[config.mk]
export PLATFORM = sky130hd
export DESIGN_NAME = direct_router
export DESIGN_NICKNAME = d
export VERILOG_FILES = /design/src/rtl/direct_router.sv
export SDC_FILE = /design/constraint.sdc
export NUM_CORES = 2
export LEC_CHECK = 0
export BUFFER_PORTS_ARGS = -buffer_cell sky130_fd_sc_hd__buf_4
export CAP_MARGIN = 20
export CORE_AREA = 5 5 767 769
export DETAILED_ROUTE_END_ITERATION = 8
export DIE_AREA = 0 0 772 774
export RECOVER_POWER = 25
export SLEW_MARGIN = 20
export SYNTH_ARGS = -nofsm -noshare
export SYNTH_HDL_FRONTEND = slang
export SYNTH_SLANG_ARGS = --single-unit
[constraint.sdc]
create_clock -name clk -period 53 [get_ports clk]
set_clock_uncertainty 0.1 [all_clocks]
set_input_delay 2.65 -clock clk [delete_from_list [all_inputs] [get_ports clk]]
set_output_delay 2.65 -clock clk [all_outputs]
set_load 0.005 [all_outputs]
[src/rtl/direct_router.sv]
// Routes addressed packets from the kernel-side direct stream either to the LAN
// port (with a prepended routing header beat) or back to the direct port.
module direct_router #(
    parameter int DATA_WIDTH      = 512,
    localparam int KEEP_WIDTH     = DATA_WIDTH / 8,
    parameter int NODE_WIDTH      = 8,
    parameter int KERN_WIDTH      = 8,
    localparam int DEST_WIDTH     = NODE_WIDTH + KERN_WIDTH,
    parameter int USER_WIDTH      = 48,
    parameter int NODE_ID         = 0,
    parameter int ENABLE_LOOPBACK = 1,
    parameter int MAX_BEATS       = 256,
    parameter int CNT_WIDTH       = 32
) (
    input  logic                  clk,
    input  logic                  rst,

    output logic                  direct_rx_tready,
    input  logic                  direct_rx_tvalid,
    input  logic                  direct_rx_tlast,
    input  logic [DATA_WIDTH-1:0] direct_rx_tdata,
    input  logic [KEEP_WIDTH-1:0] direct_rx_tkeep,
    input  logic [DEST_WIDTH-1:0] direct_rx_tdest,
    input  logic [USER_WIDTH-1:0] direct_rx_tuser,

    input  logic                  lan_tx_tready,
    output logic                  lan_tx_tvalid,
    output logic                  lan_tx_tlast,
    output logic [DATA_WIDTH-1:0] lan_tx_tdata,
    output logic [KEEP_WIDTH-1:0] lan_tx_tkeep,
    output logic [NODE_WIDTH-1:0] lan_tx_tdest,
    output logic [KERN_WIDTH-1:0] lan_tx_tid,
    output logic [NODE_WIDTH-1:0] lan_tx_tuser,

    input  logic                  direct_tx_tready,
    output logic                  direct_tx_tvalid,
    output logic                  direct_tx_tlast,
    output logic [DATA_WIDTH-1:0] direct_tx_tdata,
    output logic [KEEP_WIDTH-1:0] direct_tx_tkeep,
    output logic [DEST_WIDTH-1:0] direct_tx_tdest,
    output logic [USER_WIDTH-1:0] direct_tx_tuser,

    output logic [CNT_WIDTH-1:0]  lan_pkt_count,
    output logic [CNT_WIDTH-1:0]  loop_pkt_count,
    output logic [CNT_WIDTH-1:0]  trunc_count
);

    // state     | meaning
    // IDLE      | waiting for the first beat of a packet, routing decision
    // LAN_BODY  | header issued, copying payload to lan_tx
    // LOOP_BODY | copying payload to direct_tx
    // DROP      | packet truncated, discarding beats up to tlast
    typedef enum logic [1:0] {IDLE, LAN_BODY, LOOP_BODY, DROP} state_t;

    localparam int BW        = $clog2(MAX_BEATS + 1);
    localparam int HDR_BYTES = (USER_WIDTH + DEST_WIDTH) / 8;

    state_t state, state_nxt;

    logic [NODE_WIDTH-1:0] rx_node;
    logic [KERN_WIDTH-1:0] rx_kern;
    logic                  is_local;
    logic                  lan_free, loop_free;
    logic                  load_hdr, load_lan, load_loop;
    logic                  in_body, at_limit, beat_last;
    logic [BW-1:0]         beats_left;
    logic [DATA_WIDTH-1:0] hdr_data;
    logic [KEEP_WIDTH-1:0] hdr_keep;

    assign rx_node   = direct_rx_tdest[DEST_WIDTH-1:KERN_WIDTH];
    assign rx_kern   = direct_rx_tdest[KERN_WIDTH-1:0];
    assign is_local  = (ENABLE_LOOPBACK != 0) && (rx_node == NODE_WIDTH'(NODE_ID));
    assign lan_free  = !lan_tx_tvalid || lan_tx_tready;
    assign loop_free = !direct_tx_tvalid || direct_tx_tready;
    assign in_body   = (state == LAN_BODY) || (state == LOOP_BODY);
    // beats_left counts down from MAX_BEATS; reaching 1 means this beat is the last allowed
    assign at_limit  = (beats_left == BW'(1));
    assign beat_last = direct_rx_tlast || (in_body && at_limit);

    always_comb begin
        hdr_data = '0;
        hdr_data[USER_WIDTH-1:0]          = direct_rx_tuser;
        hdr_data[USER_WIDTH +: DEST_WIDTH] = direct_rx_tdest;
        hdr_keep = '0;
        for (int i = 0; i < KEEP_WIDTH; i++) begin
            hdr_keep[i] = (i < HDR_BYTES);
        end
    end

    always_ff @(posedge clk or posedge rst) begin
        if (rst) state <= IDLE;
        else     state <= state_nxt;
    end

    always_comb begin
        state_nxt = state;
        case (state)
            IDLE: begin
                if (load_loop && !direct_rx_tlast) state_nxt = LOOP_BODY;
                else if (load_hdr)                 state_nxt = LAN_BODY;
            end
            LAN_BODY, LOOP_BODY: begin
                if (load_lan || load_loop) begin
                    if (direct_rx_tlast)  state_nxt = IDLE;
                    else if (at_limit)    state_nxt = DROP;
                end
            end
            DROP: begin
                if (direct_rx_tvalid && direct_rx_tlast) state_nxt = IDLE;
            end
            default: state_nxt = IDLE;
        endcase
    end

    // A local packet waits for the loopback stage rather than spilling onto the LAN.
    always_comb begin
        direct_rx_tready = 1'b0;
        load_hdr         = 1'b0;
        load_lan         = 1'b0;
        load_loop        = 1'b0;
        case (state)
            IDLE: begin
                if (direct_rx_tvalid) begin
                    if (is_local) begin
                        if (loop_free) begin
                            direct_rx_tready = 1'b1;
                            load_loop        = 1'b1;
                        end
                    end else if (lan_free) begin
                        load_hdr = 1'b1;
                    end
                end
            end
            LAN_BODY: begin
                direct_rx_tready = lan_free;
                load_lan         = direct_rx_tvalid && lan_free;
            end
            LOOP_BODY: begin
                direct_rx_tready = loop_free;
                load_loop        = direct_rx_tvalid && loop_free;
            end
            DROP: direct_rx_tready = 1'b1;
            default: ;
        endcase
    end

    always_ff @(posedge clk or posedge rst) begin
        if (rst) begin
            beats_left <= '0;
        end else if (load_hdr) begin
            beats_left <= BW'(MAX_BEATS);
        end else if (load_loop && state == IDLE) begin
            beats_left <= BW'(MAX_BEATS - 1);
        end else if (load_lan || load_loop) begin
            beats_left <= beats_left - BW'(1);
        end
    end

    always_ff @(posedge clk or posedge rst) begin
        if (rst) begin
            lan_tx_tvalid <= 1'b0;
            lan_tx_tlast  <= 1'b0;
            lan_tx_tdata  <= '0;
            lan_tx_tkeep  <= '0;
            lan_tx_tdest  <= '0;
            lan_tx_tid    <= '0;
            lan_tx_tuser  <= '0;
        end else if (load_hdr) begin
            lan_tx_tvalid <= 1'b1;
            lan_tx_tlast  <= 1'b0;
            lan_tx_tdata  <= hdr_data;
            lan_tx_tkeep  <= hdr_keep;
            lan_tx_tdest  <= rx_node;
            lan_tx_tid    <= rx_kern;
            lan_tx_tuser  <= NODE_WIDTH'(NODE_ID);
        end else if (load_lan) begin
            lan_tx_tvalid <= 1'b1;
            lan_tx_tlast  <= beat_last;
            lan_tx_tdata  <= direct_rx_tdata;
            lan_tx_tkeep  <= direct_rx_tkeep;
        end else if (lan_tx_tready) begin
            lan_tx_tvalid <= 1'b0;
        end
    end

    always_ff @(posedge clk or posedge rst) begin
        if (rst) begin
            direct_tx_tvalid <= 1'b0;
            direct_tx_tlast  <= 1'b0;
            direct_tx_tdata  <= '0;
            direct_tx_tkeep  <= '0;
            direct_tx_tdest  <= '0;
            direct_tx_tuser  <= '0;
        end else if (load_loop) begin
            direct_tx_tvalid <= 1'b1;
            direct_tx_tlast  <= beat_last;
            direct_tx_tdata  <= direct_rx_tdata;
            direct_tx_tkeep  <= direct_rx_tkeep;
            direct_tx_tdest  <= direct_rx_tdest;
            direct_tx_tuser  <= direct_rx_tuser;
        end else if (direct_tx_tready) begin
            direct_tx_tvalid <= 1'b0;
        end
    end

    always_ff @(posedge clk or posedge rst) begin
        if (rst) begin
            lan_pkt_count  <= '0;
            loop_pkt_count <= '0;
            trunc_count    <= '0;
        end else begin
            if (load_lan && beat_last)  lan_pkt_count  <= lan_pkt_count + CNT_WIDTH'(1);
            if (load_loop && beat_last) loop_pkt_count <= loop_pkt_count + CNT_WIDTH'(1);
            if ((load_lan || load_loop) && in_body && at_limit && !direct_rx_tlast)
                trunc_count <= trunc_count + CNT_WIDTH'(1);
        end
    end

endmodule

==> reports/qor.txt <==
die height: 774 um
Post-Syn Area: 0.05278 sq mm
Final nets: 8339
fin. max-slew vios: 541
Cells after Synth: 5818
fin crit share: 29.11%
Detailed Place HPWL: 371500 um
CP Cell Sequence: clkbuf_4, clkinvlp_2, clkbuf_1, buf_4, buf_4, buf_4, buf_4, buf_4, buf_4
Iteration-0 DRC Markers: 3711
Max FO, Critical Path: 119
CP peak stage delay: 4.76 ns
via count: 49990
Synth Flop Type: dfrtp_1
# rows: 280
status: finished, violations left
Setup Crit Path Kind: in2async
clock buffer depth: 4
drt total wl: 437400 um
failing checks: max-capacitance violations, max-slew violations
clock transition at the registers of the reported paths: 0.05 ns
PD cells: 62.42 mW/mm^2
vias in the first global route: 49440
leading cell types in the layout, fill and taps excluded: 3123 x nand2_1, 1424 x buf_4, 1343 x dfrtp_1
hold buffers post-CTS: 0
# setup viols final: 0
vias per std cell: 3.204
layout cells sized above 1: 25.58%
crit path time final: 15.43 ns
slowest CP cell: clkbuf_1
DR DRC count: 0
CTS H-tree depth: 4
EDFF count, synth: 0
Tightest Pin Transition: 7.924 ns
placed insts: 15270
Cell variety after synth: 60
Synth async-reset ratio: 100.0%
Worst-Skew Late Latency: 0.88 ns
f_max: 0.06483 GHz
All-Layer GR Usage: 14.01%
global route overflow: 0
Detailed Routing Iterations Pass 1: 5
Die W: 772 um
leading cell type in the layout, fill and taps excluded: nand2_1
Setup crit end kind: async pin
initial core utilization: 9.097%
VDD IR max: 39.33 uV
Final Hold Vio Count: 0
CP Data Required Time: 53.74 ns
PortBufs: 1978
Yosys warning count: 0
Final Util: 13.92%
slew margin rel.: -428.3%
Wirelength per Cell: 28.04 um
initial antenna violation count: 108
Static Leak: 37.97 nW
Syn Area/Cell: 9.072 sq um
Die Area: 0.5975 sq mm
max-cap viol count: 7
Synth-to-Final Area Change: 53.00%
# resized after CTS: 0
CTS buffer count: 163
first-pass GRT wire length: 546400 um
post-detailed-route count of antenna-violating nets: 0
largest net degree at the start of global routing: 178
Fin Setup TNS: 0 ns
CTS tree: built
kind of cell adding the most delay to the critical path: buffers and inverters
Worst Setup Start Kind: input port
WP data arrival: 16.17 ns
post-route insts no fill: 15600
CORE AREA: 0.5802 sq mm
Post-CTS Setup Repair Bufs: 0
most used cell, CP: buf_4
Reg2Reg Setup Slack: 42.18 ns
clock sink count: 1343
CP bufs+invs: 9
IO Count: 1987
CTS root buf: clkbuf_16
Worst Hold Class: reg2reg
Final GP Congestion: 0.9806
RSZ-0062 raised after global routing: no
Yosys reg bits: 1343
sequential area share after synthesis: 63.68%
[logic make-up after synthesis]
logic type	Yosys count	share of synthesized area [%]
fa+ha+maj	10	0.2371
mux	20	0.3864
flops	1343	63.68
compound gates	613	6.242
simple gates	3357	24.71
xor+xnor	99	1.643
buf+inv	375	3.096
other cells	1	0.007105
[metrics by stage]
stage          cell area, sq um  worst slack [ns]  total power [mW]  hold slack (ns)
4_1_cts                   81900             44.75             5.241           0.3696
5_1_grt                   80710             35.22             5.383           0.3814
3_5_place_dp              76530             43.71             4.053           0.3569
3_3_place_gp              76510             43.76             4.029           0.3507
6_report                  80750             37.57             5.041           0.3608
2_1_floorplan             52800             12.39             2.303           0.3628
[worst reg2reg max path: stages (launching register included)]
cell      delay [ns]
dfrtp_1         0.38
nand2b_1        0.08
buf_4           0.23
o211ai_1        0.26
nor2_1          1.63
clkbuf_1        5.59
buf_4           1.34
buf_4           0.80
a21oi_1         0.20
[metal layers]
| metal | up-vias | part of all wire (%) | global-route usage, % | wire length (um) |
|---|---|---|---|---|
| met4 | 18 | 4.8 | 5.823 | 21050 |
| li1 | 22080 | - | - | - |
| met1 | 25030 | 35 | 14.60 | 153900 |
| met2 | 2336 | 42 | 20.66 | 182100 |
| met5 | - | 0.028 | 0 | 123 |
| met3 | 518 | 18 | 11.14 | 80150 |
[state kept, by name (all words and copies together), names as in the netlist, 2 cells and up]
signal           count
direct_tx_tdest     16
loop_pkt_count      32
direct_tx_tkeep     64
lan_tx_tdest         8
lan_pkt_count       32
trunc_count         32
beats_left           9
direct_tx_tdata    512
lan_tx_tdata       512
state                2
lan_tx_tid           8
direct_tx_tuser     48
lan_tx_tkeep        64
[synth_stat cells (all sizes together), types with 2 or more instances]
master | number | area (sq um)
a21oi | 513 | 2571
a22oi | 2 | 15.01
a311oi | 3 | 38.79
a31oi | 52 | 340.3
and2 | 5 | 31.28
and3 | 21 | 131.4
and4 | 7 | 61.31
buf | 172 | 872.1
clkbuf | 189 | 709.4
dfrtp | 1343 | 33610
ha | 10 | 125.1
inv | 14 | 52.55
mux2 | 3 | 33.78
mux2i | 17 | 170.2
nand2 | 3125 | 11730
nand2b | 3 | 18.77
nand3 | 55 | 275.3
nand3b | 2 | 15.01
nand4 | 25 | 171.4
nor2 | 72 | 270.3
nor3 | 16 | 80.08
nor3b | 4 | 30.03
nor4 | 11 | 111.4
nor4b | 3 | 53.80
o211a | 3 | 30.03
o211ai | 7 | 57.55
o21ai | 21 | 116.4
or3 | 2 | 12.51
or4 | 3 | 22.52
xnor2 | 64 | 560.5
xor2 | 35 | 306.5
[path summary, 6_finish.rpt]
kind	startpoint	endpoint	cells past startpoint
max in group clk	direct_rx_tdest[15]	lan_tx_tdata[268]$_DFFE_PP0P_	8
hold / removal	direct_tx_tdata[197]$_DFFE_PP0N_	direct_tx_tdata[197]$_DFFE_PP0N_	2
setup / recovery	rst	trunc_count[6]$_DFFE_PP0P_	9
hold reg to reg	direct_tx_tdata[197]$_DFFE_PP0N_	direct_tx_tdata[197]$_DFFE_PP0N_	2
setup reg to reg	lan_tx_tvalid$_DFFE_PP0P_	lan_tx_tdata[268]$_DFFE_PP0P_	8
min in group asynchronous	rst	loop_pkt_count[6]$_DFFE_PP0P_	2
[layout make-up]
class	instances	area (sq um)
multi-input combinational	4107	17640
clock inverter	52	721.9
timing repair buffer	2054	14250
sequential	1343	33610
fill	66710	499400
clock buffer	230	4652
tap	7755	9703
antenna	46	115.1
inverter	14	53.80
[where the power goes]
| group | internal, mW | leakage, nW | switching (mW) |
|---|---|---|---|
| registers | 1.45 | 17.2 | 0.251 |
| logic | 0.679 | 18.1 | 1.50 |
| clock network | 0.653 | 2.61 | 0.509 |
| total | 2.78 | 38.0 | 2.26 |
Note: power is estimated with default switching activity, not from simulation.
